File: src/rtl/tri_scan_ring_ctl.sv
// Scan-ring sequencer: serially loads a config word into a latch ring while
// capturing the prior ring contents, and drives the LCB thold_b/force_t controls.
module tri_scan_ring_ctl #(
    parameter int   RING_LEN   = 16,
    parameter int   CNT_WIDTH  = 6,
    parameter logic THOLD_INIT = 1'b1
) (
    input  logic                nclk,
    input  logic                sreset_b,
    input  logic                req_val,
    output logic                req_rdy,
    input  logic [0:RING_LEN-1] req_data,
    output logic                scan_out,
    input  logic                scan_in,
    output logic                thold_b,
    output logic                force_t,
    output logic                busy,
    output logic                done_val,
    output logic [0:RING_LEN-1] done_data
);

    typedef enum logic [2:0] {
        ST_IDLE  = 3'd0,
        ST_SETUP = 3'd1,
        ST_SHIFT = 3'd2,
        ST_DRAIN = 3'd3,
        ST_DONE  = 3'd4
    } state_t;

    localparam logic [CNT_WIDTH-1:0] LAST_CNT = CNT_WIDTH'(RING_LEN - 1);
    localparam logic [CNT_WIDTH-1:0] CNT_ONE  = {{(CNT_WIDTH-1){1'b0}}, 1'b1};

    state_t                state_q,     state_d;
    logic [CNT_WIDTH-1:0]  cnt_q,       cnt_d;
    logic [0:RING_LEN-1]   shadow_q,    shadow_d;
    logic [0:RING_LEN-1]   capture_q,   capture_d;
    logic [0:RING_LEN-1]   done_data_q, done_data_d;

    // State register and datapath registers with synchronous active-low reset.
    always_ff @(posedge nclk) begin
        if (!sreset_b) begin
            state_q     <= ST_IDLE;
            cnt_q       <= {CNT_WIDTH{1'b0}};
            shadow_q    <= {RING_LEN{1'b0}};
            capture_q   <= {RING_LEN{1'b0}};
            done_data_q <= {RING_LEN{1'b0}};
        end else begin
            state_q     <= state_d;
            cnt_q       <= cnt_d;
            shadow_q    <= shadow_d;
            capture_q   <= capture_d;
            done_data_q <= done_data_d;
        end
    end

    // Next-state and datapath update; the shadow drains from its high index
    // while returning ring bits enter at the high end of the capture register.
    always_comb begin
        state_d     = state_q;
        cnt_d       = cnt_q;
        shadow_d    = shadow_q;
        capture_d   = capture_q;
        done_data_d = done_data_q;
        case (state_q)
            ST_IDLE: begin
                if (req_val) begin
                    shadow_d = req_data;
                    cnt_d    = {CNT_WIDTH{1'b0}};
                    state_d  = ST_SETUP;
                end else begin
                    state_d  = ST_IDLE;
                end
            end
            ST_SETUP: begin
                state_d = ST_SHIFT;
            end
            ST_SHIFT: begin
                shadow_d  = {1'b0, shadow_q[0:RING_LEN-2]};
                capture_d = {capture_q[1:RING_LEN-1], scan_in};
                cnt_d     = cnt_q + CNT_ONE;
                if (cnt_q == LAST_CNT) begin
                    state_d = ST_DRAIN;
                end else begin
                    state_d = ST_SHIFT;
                end
            end
            ST_DRAIN: begin
                done_data_d = capture_q;
                state_d     = ST_DONE;
            end
            ST_DONE: begin
                state_d = ST_IDLE;
            end
            default: begin
                state_d = ST_IDLE;
            end
        endcase
    end

    // Output decode from state and registers only; force_t is confined to
    // SHIFT where thold_b is low, so the two are never active together.
    always_comb begin
        req_rdy   = 1'b0;
        busy      = 1'b1;
        done_val  = 1'b0;
        scan_out  = 1'b0;
        thold_b   = 1'b0;
        force_t   = 1'b0;
        done_data = done_data_q;
        case (state_q)
            ST_IDLE: begin
                req_rdy = 1'b1;
                busy    = 1'b0;
                thold_b = THOLD_INIT;
            end
            ST_SETUP: begin
                thold_b = 1'b0;
            end
            ST_SHIFT: begin
                force_t  = 1'b1;
                scan_out = shadow_q[RING_LEN-1];
            end
            ST_DRAIN: begin
                thold_b = 1'b0;
            end
            ST_DONE: begin
                thold_b  = THOLD_INIT;
                done_val = 1'b1;
            end
            default: begin
                busy = 1'b1;
            end
        endcase
    end

endmodule

File: config.mk
export PLATFORM = sky130hd
export DESIGN_NAME = tri_scan_ring_ctl
export DESIGN_NICKNAME = d
export VERILOG_FILES = /design/src/rtl/tri_scan_ring_ctl.sv
export SDC_FILE = /design/constraint.sdc
export NUM_CORES = 1
export LEC_CHECK = 0
export ABC_AREA = 1
export BUFFER_PORTS_ARGS = -buffer_cell sky130_fd_sc_hd__buf_4
export CELL_PAD_IN_SITES_DETAIL_PLACEMENT = 2
export CELL_PAD_IN_SITES_GLOBAL_PLACEMENT = 2
export CORE_ASPECT_RATIO = 0.8
export CORE_UTILIZATION = 25
export CTS_CLUSTER_SIZE = 28
export DETAILED_ROUTE_END_ITERATION = 12
export PLACE_DENSITY = 0.71
export REMOVE_ABC_BUFFERS = 1
export SYNTH_ARGS = -nofsm -noshare
export SYNTH_HDL_FRONTEND = slang
export SYNTH_SLANG_ARGS = --single-unit
File: constraint.sdc
create_clock -name nclk -period 1.6 [get_ports nclk]
set_input_delay 0.08 -clock nclk [delete_from_list [all_inputs] [get_ports nclk]]
set_output_delay 0.08 -clock nclk [all_outputs]
set_load 0.02 [all_outputs]
==> impl_metrics.py, run 1 <==
metrics = {
    "routing": {
        "avgViaCountPerCell": 4.61,
        "wire_per_inst_um": 14.0,
        "vias": 2210,
        "ant_nets": 0,
        "drt_wl_total_mm": 6.69,
        "firstDrtPassIters": 4,
        "drt_iter0_markers": 66,
        "drc_errors": 0,
    },
    "final_layout": {
        "fill_cells": 1022,
        "final_common_cell": "nor2_1",
        "area_delta_synth_final_pct": 32.7,
        "final_nets": 383,
        "final_cell_area_mm2": 0.00303,
        "diodes": 0,
        "layout_common_cells": "nor2_1, nand2_1, dfxtp_1",
        "drive_gt1_share_pct": 19.3,
    },
    "pwr": {
        "ir_drop_v": 0.000552,
        "pwr-share-seq_pct": 38.6,
        "finalPower_mw": 4.11,
        "pwr-share-comb_pct": 10.9,
        "power.switching_mw": 0.974,
        "p_leak_nw": 1.40,
        "p_int_mw": 3.14,
        "clkPwrFrac_pct": 50.5,
        "switching_share_pct": 23.7,
        "power_density_mw_per_mm2": 1360,
    },
    "critical_path": {
        "cp_cell_sequence": "nand2_1 -> nor2_2 -> buf_12 -> buf_4",
        "crit_type": "reg2out",
        "slowest_delay_ps": 420,
        "crit_fanout": 33,
        "required_ps": 1520,
        "crit_slowest_cell": "dfxtp_1",
        "arrival_ps": 1410,
        "crit_path_start_kind": "flop",
        "endpoint_kind": "output pin",
    },
    "sta": {
        "rsz0062_at_grt": "no",
        "hold_viol_final": 0,
        "tightest_slew_ps": 358,
        "hold_slack_ps": 26.2,
        "fin_crit_sh_pct": 92.9,
        "fin_crit_ps": 1490,
        "final-max-slew-violation-count": 0,
        "fin_skew_ps": 6.22,
        "finalSetupViolations": 0,
        "finalWorstSetupSlack_ps": 114,
        "fmax_ghz": 0.673,
        "fin_tns_setup_ps": 0,
        "relSlewSlack_pct": 76.1,
    },
    "placement": {
        "port_buffers": 41,
        "dp_hpwl_mm": 4.43,
        "postPlaceCellArea_mm2": 0.00271,
        "dp_slack_ps": 172,
        "place_congestion": 0.666,
    },
    "synthesis": {
        "ys_seq_area_share_pct": 49.9,
        "yosys_warnings": 0,
        "avgSynthCellArea_um2": 7.14,
        "synthesis.area_mm2": 0.00229,
        "syn_inst": 320,
        "synth-seq-cells": 57,
        "synth_cell_types": 22,
    },
    "cts": {
        "cts_tree": "yes",
        "clock_latency_ps": 320,
        "hold_buffers": 0,
        "clock-root-buffer": "clkbuf_16",
        "postCtsSetupRepairBufs": 0,
        "cts.sinks": 57,
        "numCtsBuffers": 9,
        "clockBufferDepth": 2,
        "h-tree-depth": 3,
        "clk_pin_slew_ps": 50,
    },
    "floorplanning": {
        "start_util_pct": 26.4,
        "ios": 42,
        "die_h_um": 87.5,
        "fp.dieArea_mm2": 0.00953,
        "core_area_mm2": 0.00867,
        "dieWidth_um": 109,
        "num_rows": 30,
    },
    "min_path": {
        "worstHoldPathType": "in2reg",
    },
    "outcome": {
        "status": "complete, no violations",
    },
    "global_routing": {
        "grt_pass1_wl_mm": 11.2,
        "grt.total_usage_pct": 15.8,
        "grt_max_degree": 42,
        "grt_pass1_vias": 2325,
        "gr-total-overflow": 0,
        "antenna_found_initial": 0,
    },
    "job": {
        "drv_cap": 0,
    },
}
[sequential cells by signal (all words and copies together), names as in the netlist]
register	flops
capture_q	16
done_data	16
shadow_q	16
cnt_q	6
state_q	3
[kinds of logic (layout without fill, tap and decap cells)]
family / count (synthesis) / in the layout / synth area share, %
AND/OR/NAND/NOR: 176 / 176 / 30.7
flip-flops: 57 / 57 / 49.9
XOR/XNOR: 1 / 1 / 0.383
buffers and inverters: 28 / 75 / 5.97
AO/OA/AOI/OAI: 57 / 57 / 12.5
adder cells (fa/ha/maj): 1 / 1 / 0.547
[final cells by class]
cell class | count | area (um^2) | area share, %
sequential | 57 | 1140 | 37.7
multi-input combinational | 235 | 1010 | 33.4
timing repair buffer | 47 | 365 | 12.0
clock buffer | 14 | 264 | 8.70
tap | 112 | 140 | 4.62
clock inverter | 2 | 60.1 | 1.98
inverter | 12 | 47.5 | 1.57
[synth_stat cells, drive strengths merged]
| cell | instances | share of area, % |
|---|---|---|
| nor3 | 1 | 0.22 |
| a21oi | 7 | 1.5 |
| o21ai | 50 | 11 |
| nand3 | 6 | 1.5 |
| clkbuf | 6 | 0.99 |
| ha | 1 | 0.55 |
| nor2 | 106 | 18 |
| nand4 | 1 | 0.27 |
| inv | 12 | 2.1 |
| dfxtp | 57 | 50 |
| nand2 | 62 | 11 |
| buf | 10 | 2.9 |
| xor2 | 1 | 0.38 |
[layer usage]
layer / vias to the layer above / GRT usage, % / share of wire, %
met4: 0 / 8.48 / 2.3
met3: 10 / 3.66 / 3.5
met1: 1067 / 19.5 / 47
met5: - / 0 / 0
li1: 1098 / - / -
met2: 35 / 25.5 / 47
[path summary, 6_finish.rpt]
path	start	endpoint	slack, ps	cells past startpoint
setup reg to reg	state_q[0]	cnt_q[2]	140	6
hold / removal	scan_in	capture_q[15]	30	3
setup / recovery	state_q[1]	force_t	110	4
hold reg to reg	capture_q[0]	capture_q[0]	500	2
[repair_timing]
item / CTS / global route
pin swaps: 2 / 0
gates resized for setup: 2 / 0
gates cloned: 0 / 0
setup endpoints to repair: 1 / 1
[power groups by stage]
stage	registers [mW]	clock network, mW	logic (mW)
after floorplan	1.61	0	0.250
after global placement	1.61	0	0.436
after detailed placement	1.61	0	0.456
after CTS	1.59	2.13	0.467
after global routing	1.60	2.18	0.512
final	1.59	2.08	0.449
[worst max-delay path: cells and delay by family (launching register included)]
family                 cells  cell delay (ps)
flip-flops                 1              420
buffers and inverters      2              390
AND/OR/NAND/NOR            2              260
[stage by stage]
stage,std cells,utilization [%]
floorplan,304,-
finish,479,35.0
global placement,464,31.3
detailed placement,464,31.3
CTS,480,35.1
global route,479,35.0
(Power assumes the default switching activity.)
==> inputs of run 2 (changes only) <==
CELL_PAD_IN_SITES_DETAIL_PLACEMENT = 0   (was 2)
CELL_PAD_IN_SITES_GLOBAL_PLACEMENT = 1   (was 2)
CORE_ASPECT_RATIO = default   (was 0.8)
PLACE_DENSITY = 0.59   (was 0.71)
==> impl_metrics.py, run 2 (synthesis results as in run 1) <==
metrics = {
    "final_layout": {
        "final_common_cell": "nor2_1",
        "final_cell_area_mm2": 0.00293,
        "drive_gt1_share_pct": 18.8,
        "layout_common_cells": "nor2_1, nand2_1, dfxtp_1",
        "fin_cells": 475,
        "postLayoutCoreUtil_pct": 33.2,
        "final_nets": 383,
        "area_delta_synth_final_pct": 28.1,
        "diodes": 0,
    },
    "global_routing": {
        "grt_pass1_wl_mm": 9.15,
        "grt.total_usage_pct": 12.1,
        "grt_pass1_vias": 1976,
        "gr-total-overflow": 0,
        "antenna_found_initial": 0,
        "grt_max_degree": 43,
    },
    "routing": {
        "drt_iter0_markers": 117,
        "ant_nets": 0,
        "firstDrtPassIters": 8,
        "drt_wl_total_mm": 5.36,
        "avgViaCountPerCell": 4.29,
        "vias": 2038,
        "wire_per_inst_um": 11.3,
        "drc_errors": 4,
    },
    "critical_path": {
        "rr_endpoint": "shadow_q[12]",
        "crit_family": "buffers and inverters",
        "crit_buf_inv": 3,
        "endpoint_kind": "output pin",
        "crit_path_start_kind": "flop",
        "cp_cell_sequence": "inv_2 -> nand2_1 -> nor2_4 -> buf_12 -> buf_4",
        "r2r_cells": 6,
        "slowest_delay_ps": 370,
        "crit_fanout": 27,
        "crit_type": "reg2out",
        "r2r_setup_slack_ps": 200,
        "arrival_ps": 1400,
        "crit_slowest_cell": "dfxtp_1",
        "required_ps": 1520,
        "timing.rr.start": "state_q[0]",
    },
    "sta": {
        "fmax_ghz": 0.674,
        "final-max-slew-violation-count": 0,
        "fin_crit_ps": 1480,
        "hold_slack_ps": 57.9,
        "finalSetupViolations": 0,
        "tightest_slew_ps": 385,
        "fin_skew_ps": 7.13,
        "fin_tns_setup_ps": 0,
        "finalWorstSetupSlack_ps": 116,
        "rsz0062_at_grt": "no",
        "hold_viol_final": 0,
        "relSlewSlack_pct": 74.3,
        "fin_crit_sh_pct": 92.8,
    },
    "cts": {
        "clock_latency_ps": 330,
        "h-tree-depth": 3,
        "cts_tree": "yes",
        "clk_pin_slew_ps": 70,
        "clock-root-buffer": "clkbuf_8",
        "cts.sinks": 57,
        "clockBufferDepth": 2,
        "numCtsBuffers": 9,
    },
    "floorplanning": {
        "core_area_mm2": 0.00881,
        "start_util_pct": 26.0,
        "num_rows": 34,
        "fp.dieArea_mm2": 0.00953,
        "die_h_um": 97.6,
        "ios": 42,
        "dieWidth_um": 97.6,
    },
    "outcome": {
        "violations": "DRC",
        "status": "finished with violations",
    },
    "pwr": {
        "pwr-share-comb_pct": 12.7,
        "switching_share_pct": 25.6,
        "ir_drop_v": 0.000327,
        "p_int_mw": 2.54,
        "finalPower_mw": 3.41,
        "power_density_mw_per_mm2": 1170,
        "p_leak_nw": 1.35,
        "clkPwrFrac_pct": 41.1,
        "power.switching_mw": 0.875,
        "pwr-share-seq_pct": 46.2,
    },
    "placement": {
        "postPlaceCellArea_mm2": 0.00271,
        "port_buffers": 41,
        "place_congestion": 0.710,
        "dpl.cell_count": 458,
        "dp_hpwl_mm": 3.36,
        "dp_slack_ps": 215,
    },
    "min_path": {
        "hold_end": "shadow_q[15]",
        "min-delay-start": "req_data[15]",
        "hold_path_depth": 5,
        "worstHoldPathType": "in2reg",
    },
    "job": {
        "drv_cap": 0,
    },
}
run 2: power groups by stage:
stage                     clock, mW  sequential [mW]  combinational, mW
after global placement            0             1.61              0.438
after detailed placement          0             1.61              0.437
after floorplan                   0             1.61              0.250
after CTS                      1.45             1.58              0.441
final                          1.40             1.58              0.433
after global routing           1.52             1.59              0.495
run 2: timing repair:
action / 4_1_cts / 5_1_grt
hold buffers: 1 / 0
hold endpoints to repair: 1 / 0
gates resized for setup: 0 / 1
setup endpoints to repair: 0 / 1
setup buffers: 0 / 0
run 2: cell type report:
class | instances | area [um^2]
clock inverters | 2 | 35.0
inverters | 12 | 47.5
repair buffers | 47 | 380
clock buffers | 14 | 173
well taps | 108 | 135
fillers | 960 | 5880
multi-input cells | 235 | 1020
flip-flops and latches | 57 | 1140
run 2: worst register-to-register path: stages, from the launching register on:
cell and delay, ps:
dfxtp_1 360, nor2_2 180, nand3_2 190, nand2_4 240, inv_4 140, nor2_1 140, nor2_1 50
run 2: worst max-delay path by stage:
stage,startpoint,end,slack (ps),depth (start not counted)
floorplan,state_q[2],cnt_q[5],-850,6
global placement,state_q[0],shadow_q[12],210,6
detailed placement,state_q[0],shadow_q[12],220,6
CTS,state_q[2],force_t,40,5
global route,state_q[0],shadow_q[11],9,6
finish,state_q[2],force_t,120,5
run 2: per-layer routing:
metal  vias to the layer above  track usage [%]  wire, um
li1                       1095                -         -
met1                       901             15.6      2640
met2                        38             18.7      2420
met3                         4             3.81       235
met4                         0             4.90        63
met5                         -                0         0
